File: config.mk
export PLATFORM = sky130hd
export DESIGN_NAME = lzrw1_input_feeder
export DESIGN_NICKNAME = d
export VERILOG_FILES = /design/src/rtl/lzrw1_pkg.sv /design/src/rtl/lzrw1_input_feeder_sync_fifo.sv /design/src/rtl/lzrw1_input_feeder.sv
export SDC_FILE = /design/constraint.sdc
export NUM_CORES = 1
export LEC_CHECK = 0
export ABC_AREA = 1
export CORE_MARGIN = 3
export CORE_UTILIZATION = 55
export DETAILED_ROUTE_END_ITERATION = 12
export DONT_BUFFER_PORTS = 1
export PLACE_DENSITY = 0.7
export SYNTH_ARGS = -nofsm -noshare
export SYNTH_HDL_FRONTEND = slang
export SYNTH_HIERARCHICAL = 1
export SYNTH_SLANG_ARGS = --single-unit
File: constraint.sdc
create_clock -name clock -period 2.8 [get_ports clock]
set_input_delay 0.56 -clock clock [delete_from_list [all_inputs] [get_ports clock]]
set_output_delay 0.56 -clock clock [all_outputs]
set_load 0.05 [all_outputs]
File: src/rtl/lzrw1_pkg.sv
// Shared types and constants for the LZRW1 input feeder.
package lzrw1_pkg;

   typedef logic [7:0] byte_t;

   typedef enum logic {
      STREAM    = 1'b0,
      WAIT_DONE = 1'b1
   } feeder_state_t;

   localparam int unsigned DEFAULT_BLOCK_BYTES = 4096;

endpackage

File: src/rtl/lzrw1_input_feeder_sync_fifo.sv
// Single-clock FIFO with occupancy counter; read data is the head entry (show-ahead).
module sync_fifo #(
   parameter int unsigned WIDTH = 9,
   parameter int unsigned DEPTH = 16
) (
   input  logic             clock,
   input  logic             reset,
   input  logic             push,
   input  logic [WIDTH-1:0] wdata,
   input  logic             pop,
   output logic [WIDTH-1:0] rdata,
   output logic             full,
   output logic             empty
);

   localparam int unsigned AW = $clog2(DEPTH);

   logic [WIDTH-1:0] mem_q [DEPTH];
   logic [AW-1:0]    wr_ptr_q;
   logic [AW-1:0]    rd_ptr_q;
   logic [AW:0]      count_q;
   logic             do_push;
   logic             do_pop;

   // Qualify requests against the current occupancy
   always_comb begin
      full    = (count_q == (AW+1)'(DEPTH));
      empty   = (count_q == '0);
      do_push = push & ~full;
      do_pop  = pop & ~empty;
      rdata   = mem_q[rd_ptr_q];
   end

   // Pointers wrap naturally; occupancy is unchanged on simultaneous push and pop
   always_ff @(posedge clock) begin
      if (reset) begin
         wr_ptr_q <= '0;
         rd_ptr_q <= '0;
         count_q  <= '0;
      end else begin
         if (do_push) wr_ptr_q <= wr_ptr_q + AW'(1);
         if (do_pop)  rd_ptr_q <= rd_ptr_q + AW'(1);
         if (do_push && !do_pop)      count_q <= count_q + (AW+1)'(1);
         else if (!do_push && do_pop) count_q <= count_q - (AW+1)'(1);
      end
   end

   // Storage array, written on accepted pushes only
   always_ff @(posedge clock) begin
      if (do_push) mem_q[wr_ptr_q] <= wdata;
   end

endmodule

File: src/rtl/lzrw1_input_feeder.sv
// Buffers host bytes and feeds them to the LZRW1 core one block at a time.
module lzrw1_input_feeder
   import lzrw1_pkg::*;
#(
   parameter int unsigned FIFO_DEPTH  = 16,
   parameter int unsigned BLOCK_BYTES = DEFAULT_BLOCK_BYTES,
   parameter int unsigned CNT_W       = $clog2(BLOCK_BYTES + 1)
) (
   input  logic        clock,
   input  logic        reset,
   input  logic        in_valid,
   input  logic [7:0]  in_data,
   input  logic        in_last,
   output logic        in_ready,
   output logic        valid,
   output logic [7:0]  CurByte,
   output logic        block_last,
   input  logic        finished_cycle,
   output logic        busy,
   output logic [15:0] block_count
);

   logic [8:0]       fifo_rdata;
   logic             fifo_full;
   logic             fifo_empty;
   logic             fifo_push;
   logic             fifo_pop;

   feeder_state_t    state_q;
   logic [CNT_W-1:0] cnt_q;
   logic [CNT_W-1:0] cnt_d;
   logic             last_d;
   logic             valid_q;
   byte_t            cur_q;
   logic             bl_q;
   logic [15:0]      bc_q;

   sync_fifo #(
      .WIDTH (9),
      .DEPTH (FIFO_DEPTH)
   ) u_fifo (
      .clock (clock),
      .reset (reset),
      .push  (fifo_push),
      .wdata ({in_last, in_data}),
      .pop   (fifo_pop),
      .rdata (fifo_rdata),
      .full  (fifo_full),
      .empty (fifo_empty)
   );

   // Handshake, pop request and block-end decision for the head byte
   always_comb begin
      in_ready  = ~fifo_full;
      fifo_push = in_valid & ~fifo_full;
      fifo_pop  = (state_q == STREAM) & ~fifo_empty;
      last_d    = fifo_rdata[8] | (cnt_q == CNT_W'(BLOCK_BYTES - 1));
      cnt_d     = last_d ? '0 : cnt_q + CNT_W'(1);
   end

   // Feeder FSM with registered compressor-side outputs
   always_ff @(posedge clock) begin
      if (reset) begin
         state_q <= STREAM;
         cnt_q   <= '0;
         valid_q <= 1'b0;
         cur_q   <= '0;
         bl_q    <= 1'b0;
         bc_q    <= '0;
      end else begin
         case (state_q)
            STREAM: begin
               if (fifo_pop) begin
                  valid_q <= 1'b1;
                  cur_q   <= fifo_rdata[7:0];
                  bl_q    <= last_d;
                  cnt_q   <= cnt_d;
                  if (last_d) state_q <= WAIT_DONE;
               end else begin
                  valid_q <= 1'b0;
                  bl_q    <= 1'b0;
               end
            end
            WAIT_DONE: begin
               valid_q <= 1'b0;
               bl_q    <= 1'b0;
               if (finished_cycle) begin
                  bc_q    <= bc_q + 16'(1);
                  state_q <= STREAM;
               end
            end
            default: state_q <= STREAM;
         endcase
      end
   end

   // Output drive
   always_comb begin
      valid       = valid_q;
      CurByte     = cur_q;
      block_last  = bl_q;
      block_count = bc_q;
      busy        = ~fifo_empty | (state_q == WAIT_DONE) | valid_q;
   end

endmodule
After elaboration in Yosys (flattened, before gate mapping)
Memories as Yosys holds them, arrays and structs flattened. A register that Yosys moved wholly into a read port is not among the register bits.
Index checks and enable logic that the tools add are counted.

storage, ports and cells
  register bits = 53
  RAM bits = 144
  input port bits = 13
  output and inout bits = 28
  logic and storage cells = 51
  memories = 1

memory list
  memory        words  bits a word  rd ports  clocked after memory_dff  write ports  RTL line                            RTL
  u_fifo.mem_q  16     9            1         1                         1            lzrw1_input_feeder_sync_fifo.sv:18  logic [WIDTH-1:0] mem_q [DEPTH];

operators by class
  add/subtract/negate cells = 6
  equal/unequal tests = 2
  multiplexer cells = 15
  bitwise logic cells = 10
  reductions and logical operators = 8

operators with widths
  cell                                                                      count
  16-bit by 1-bit adder with 16-bit output (second input constant)          1
  13-bit by 1-bit adder with 13-bit output (second input constant)          1
  13-bit by 12-bit equality test with 1-bit output (second input constant)  1
  13-bit 2-to-1 mux                                                         1
  5-bit 2-to-1 mux                                                          2
  4-bit by 1-bit adder with 4-bit output (second input constant)            2
  4-bit 2-to-1 mux                                                          2
  1-bit 2-to-1 mux                                                          7
  1-bit one-hot mux with 2 select lines                                     3
  5-bit by 1-bit adder with 5-bit output (second input constant)            1
  5-bit equality test (second input constant)                               1
  5-bit logical NOT                                                         1
  5-bit by 1-bit subtractor with 5-bit output (second input constant)       1
  1-bit bitwise AND                                                         4
  2-bit AND reduction                                                       2
  1-bit NOT                                                                 3
  1-bit OR                                                                  3
  1-bit logical AND                                                         2
  1-bit logical NOT                                                         2
  2-bit nonzero test                                                        1

Longest topological paths before layout
  depth after elaboration = 8
  depth in mapped cells = 15
  mapped depth without buffers = 15

Cells and area by module
Netlist, hierarchy kept.

modules (own cells, without submodules)
  module              instances  cells an instance  area each (um^2)  seq. area each (um^2)
  sync_fifo           1          720                7173.1            4664.5
  lzrw1_input_feeder  1          245                1806.7            800.8

Worst setup path after synthesis
No wires, ideal clock.

  kind = register to register
  from = register u_fifo.count_q[0]
  to = register u_fifo.count_q[4]
  setup time = 0.115 ns
  arrival = 2.246 ns
  data required time = 2.685 ns
  path slack = 0.438 ns
  cell stages (with the launch flop) = 15
  buffers on the path = 1
  period minus slack after synthesis = 2.362 ns
  cell sequence = dfxtp_1 -> nor2_2 -> nand3_2 -> inv_1 -> nor2_4 -> buf_2 -> nand2_2 -> ha_1 -> inv_1 -> ha_1 -> or2_2 -> nand3_1 -> nand2_1 -> o21ai_0 -> inv_1

between the ends
  word-level cells in the longest chain between the ends = 7
  elaborated cells between the ends (all ways) = 17
  those cells by class = add/sub (2); eq/ne (1); mux (2); bitwise (6); reduce/logical (6)

ends and longest elaborated chain
  element                                                        RTL line                            RTL
  start: declaration                                             lzrw1_input_feeder_sync_fifo.sv:21  logic [AW:0] count_q;
  start signal: assignment                                       lzrw1_input_feeder_sync_fifo.sv:43  if (do_push && !do_pop) count_q <= count_q + (AW+1)'(1);
  start signal: assignment                                       lzrw1_input_feeder_sync_fifo.sv:44  else if (!do_push && do_pop) count_q <= count_q - (AW+1)'(1);
  5-bit logical NOT *                                            lzrw1_input_feeder_sync_fifo.sv:28  empty = (count_q == '0);
  via fifo_empty                                                 lzrw1_input_feeder.sv:25            logic fifo_empty;
  1-bit NOT *                                                    lzrw1_input_feeder.sv:56            fifo_pop = (state_q == STREAM) & ~fifo_empty;
  1-bit bitwise AND *                                            lzrw1_input_feeder.sv:56
  via fifo_pop                                                   lzrw1_input_feeder.sv:27            logic fifo_pop;
  1-bit bitwise AND *                                            lzrw1_input_feeder_sync_fifo.sv:30  do_pop = pop & ~empty;
  1-bit logical NOT                                              lzrw1_input_feeder_sync_fifo.sv:43
  1-bit logical AND                                              lzrw1_input_feeder_sync_fifo.sv:43
  5-bit 2-to-1 mux / 2-bit nonzero test (equally long branches)  -

The timed path passes the listed nets; every way through them passes the cells marked *. The select of a mux whose other input is x is not followed.
A chain may end at the register's enable or synchronous reset.

Final worst setup path
  from = register u_fifo.count_q[0]
  to = register u_fifo.count_q[4]

between the ends
  word-level cells in the longest chain between the ends = 7
  elaborated cells between the ends (all ways) = 17
  those cells by class = add/sub (2); eq/ne (1); mux (2); bitwise (6); reduce/logical (6)

ends and longest elaborated chain
  element                       RTL line                            RTL
  5-bit equality test *         lzrw1_input_feeder_sync_fifo.sv:27  full = (count_q == (AW+1)'(DEPTH));
  via fifo_full                 lzrw1_input_feeder.sv:24            logic fifo_full;
  1-bit NOT *                   lzrw1_input_feeder.sv:55            fifo_push = in_valid & ~fifo_full;
  1-bit bitwise AND *           lzrw1_input_feeder.sv:55
  via fifo_push                 lzrw1_input_feeder.sv:26            logic fifo_push;
  1-bit bitwise AND *           lzrw1_input_feeder_sync_fifo.sv:29  do_push = push & ~full;
  via u_fifo.do_push            lzrw1_input_feeder_sync_fifo.sv:22  logic do_push;
  1-bit logical NOT             lzrw1_input_feeder_sync_fifo.sv:44
  1-bit logical AND             lzrw1_input_feeder_sync_fifo.sv:44
  2-bit nonzero test (no line)  -

Marks and branches as above.

==> flow_metrics.py <==
metrics = {
    "cells_and_area": {
        "syn2layout_area_growth_pct": 10.9,
        "fill_cells": 1312,
        "stdcell_area_mm2": 0.00996,
        "drive_gt1_frac": 0.0967,
        "layout.nets": 1014,
        "multiInputGateArea_mm2": 0.00267,
        "finish.utilization": 0.625,
        "seq_area_mm2": 0.00547,
        "n_antenna_cell": 0,
    },
    "yosys": {
        "avgSynthCellArea_um2": 9.31,
        "synth_top_area_share": 0.482,
        "syn_inst": 965,
        "ys_ff_latch": 201,
        "synth_cell_types": 32,
        "yosysMostFrequentCell": "nand2_1",
        "seq_area_frac_synth": 0.609,
        "synthTopCellsByArea": "edfxtp_1, dfxtp_1, nand2_1, nand3_1, inv_1",
        "async_reset_ff_frac": 0,
        "syn-num-nets": 990,
        "synth_common_cells": "nand2_1, inv_1, edfxtp_1, nand3_1, nor2_1",
        "syn_area_mm2": 0.00898,
        "yosysTopAreaCell": "edfxtp_1",
        "dominantRegCellSynth": "edfxtp_1",
        "synth_edf_count": 144,
        "yosys_warnings": 6,
    },
    "floorplanning": {
        "initial_core_util": 0.563,
        "die_w_um": 134,
        "io_pins": 41,
        "core_mm2": 0.0159,
        "core.rowCount": 46,
        "die_h_um": 134,
        "die_area_mm2": 0.0179,
    },
    "route": {
        "drc": 0,
        "firstDrtPassIters": 5,
        "drt-initial-drc-count": 470,
        "ant_nets": 0,
        "vias": 6160,
        "wl_per_cell_um": 15.3,
        "wirelength_um": 18600,
        "drt-vias-per-instance": 5.05,
    },
    "sta": {
        "worst_hold_slack_ns": 0.134,
        "setup_tns_ns": 0,
        "post-route-period-util": 0.891,
        "setup_viol": 0,
        "fmax_mhz": 401,
        "worst_slack_ns": 0.305,
        "fin_skew_ns": 0.0142,
        "rsz0062_at_grt": "false",
        "slew_violations": 0,
        "worst_pin_slew_ns": 0.680,
        "period_needed_ns": 2.50,
        "max-slew-margin-rel": 0.546,
        "finalHoldViolCount": 0,
    },
    "clock_tree": {
        "cts_hold_buf": 0,
        "cts_tree": "built",
        "cts.repair.resized": 0,
        "clkTransAtPathRegs_ns": 0.06,
        "cts_htree_levels": 1,
        "cts_max_path_buffers": 3,
        "numCtsBuffers": 21,
        "cts.sinks": 201,
        "cts-root-buf": "clkbuf_16",
        "post_cts_buffers": 0,
        "clkLatencyLatePin_ns": 0.49,
    },
    "flow_run": {
        "max_cap_viol_count": 0,
    },
    "setup_path": {
        "worstPathMaxFanout": 7,
        "cp-start-kind": "register",
        "worst-setup-path-type": "reg -> reg",
        "worstPathArrival_ns": 2.89,
        "worstSetupEndpointType": "register",
        "cp.required_ns": 3.19,
    },
    "placement": {
        "dp_hpwl_um": 11700,
        "place_ws_ns": 0.350,
        "postPlaceCellArea_mm2": 0.00925,
        "io_buffers": 0,
        "place.gp.congestion": 0.789,
    },
    "grt": {
        "grt.total_usage": 0.209,
        "antenna_found_initial": 0,
        "grt_pass1_vias": 5786,
        "gr-total-overflow": 0,
        "grt_max_degree": 39,
        "grt_pass1_wl_um": 29800,
    },
    "power_and_ir_drop": {
        "p_sw_frac": 0.351,
        "pwr-share-clk": 0.313,
        "cellPowerDensity_mw_per_mm2": 917,
        "pwr-share-comb": 0.266,
        "switching_power_w": 0.00320,
        "p_leak_nw": 4.24,
        "power.share.sequential": 0.421,
        "vdd_drop_max_v": 0.000653,
        "p_int_w": 0.00593,
    },
    "status": {
        "status": "finished clean",
    },
    "hold_path": {
        "hold_class": "in -> reg",
    },
}
[critical path, stage by stage, from the launching register on]
cell and delay [ns]:
dfxtp_1 0.43, nor2_2 0.09, nand3_2 0.11, inv_1 0.06
nor2_1 0.17, nand2_1 0.14, inv_2 0.13, ha_1 0.19
inv_1 0.12, ha_1 0.32, or2_2 0.29, nand3_1 0.08
nand2_1 0.04, o21ai_0 0.15, inv_1 0.05
[path summary, 6_finish.rpt]
| kind | from | end | slack [ns] | cells past startpoint |
|---|---|---|---|---|
| max | u_fifo/count_q[0]$_SDFFE_PP0P_ | u_fifo/count_q[4]$_SDFFE_PP0P_ | 0.30 | 14 |
| min | reset | block_count[2]$_SDFFE_PP0P_ | 0.13 | 1 |
| max reg2reg | u_fifo/count_q[0]$_SDFFE_PP0P_ | u_fifo/count_q[4]$_SDFFE_PP0P_ | 0.30 | 14 |
| min reg2reg | cnt_q[12]$_SDFFE_PP0P_ | cnt_q[12]$_SDFFE_PP0P_ | 0.45 | 2 |
[kinds of logic (layout without fill, tap and decap cells)]
logic type	count (synthesis)	in the layout	synth area share
and+or+nand+nor	513	513	0.246
adders and majority gates	12	12	0.0176
buffers and inverters	188	226	0.0936
AOI/OAI and AO/OA	39	39	0.0222
DFF	201	201	0.609
xor gates and xnor gates	11	11	0.0107
muxes	1	1	0.00111
[through the flow]
| step | std cells | total power, W |
|---|---|---|
| floorplan | 965 | 0.00581 |
| global placement | 1182 | 0.00628 |
| detailed placement | 1182 | 0.00633 |
| CTS | 1219 | 0.00918 |
| global route | 1219 | 0.00965 |
| finish | 1219 | 0.00914 |
[layer usage]
metal	wire, um	up-vias	GRT usage
met5	0	-	0
met1	8220	2878	0.284
met2	9000	124	0.352
met3	910	33	0.0330
met4	458	0	0.0606
li1	-	3125	-
[cell usage in the layout (no fill, tap or decap), types with 5 or more instances in the layout]
cell / synthesis / layout
ha_1: 11 / 11
nand2_2: 8 / 8
xor2_1: 10 / 10
nor2_1: 96 / 96
nand4_1: 5 / 5
a21oi_1: 16 / 16
clkbuf_16: 0 / 21
inv_1: 148 / 148
nand3_1: 127 / 127
o21ai_0: 21 / 21
buf_4: 12 / 32
edfxtp_1: 144 / 144
dfxtp_1: 57 / 56
nand2_1: 258 / 258
inv_2: 7 / 7
[layout make-up]
cell class | instances | share of cell area
inverter | 157 | 0.0597
tap | 216 | 0.0271
clock buffer | 22 | 0.0531
multi-input combinational | 576 | 0.268
timing repair buffer | 32 | 0.0241
clock inverter | 15 | 0.0187
sequential | 201 | 0.549
[power by group through the flow]
| stage | clock [W] | combinational, W | sequential, W |
|---|---|---|---|
| floorplan | 0 | 0.00198 | 0.00383 |
| global placement | 0 | 0.00238 | 0.00391 |
| detailed placement | 0 | 0.00241 | 0.00391 |
| CTS | 0.00290 | 0.00243 | 0.00385 |
| global route | 0.00301 | 0.00276 | 0.00387 |
| finish | 0.00286 | 0.00243 | 0.00385 |
[flip-flops by register name, indices dropped and copies added, names as in the netlist, named ones only]
register and flops:
CurByte 8, block_count 16, block_last 1, cnt_q 13, state_q 1, u_fifo/count_q 5, u_fifo/mem_q 144, u_fifo/rd_ptr_q 4
u_fifo/wr_ptr_q 4, valid 1
Note: power is estimated with default switching activity, not from simulation.
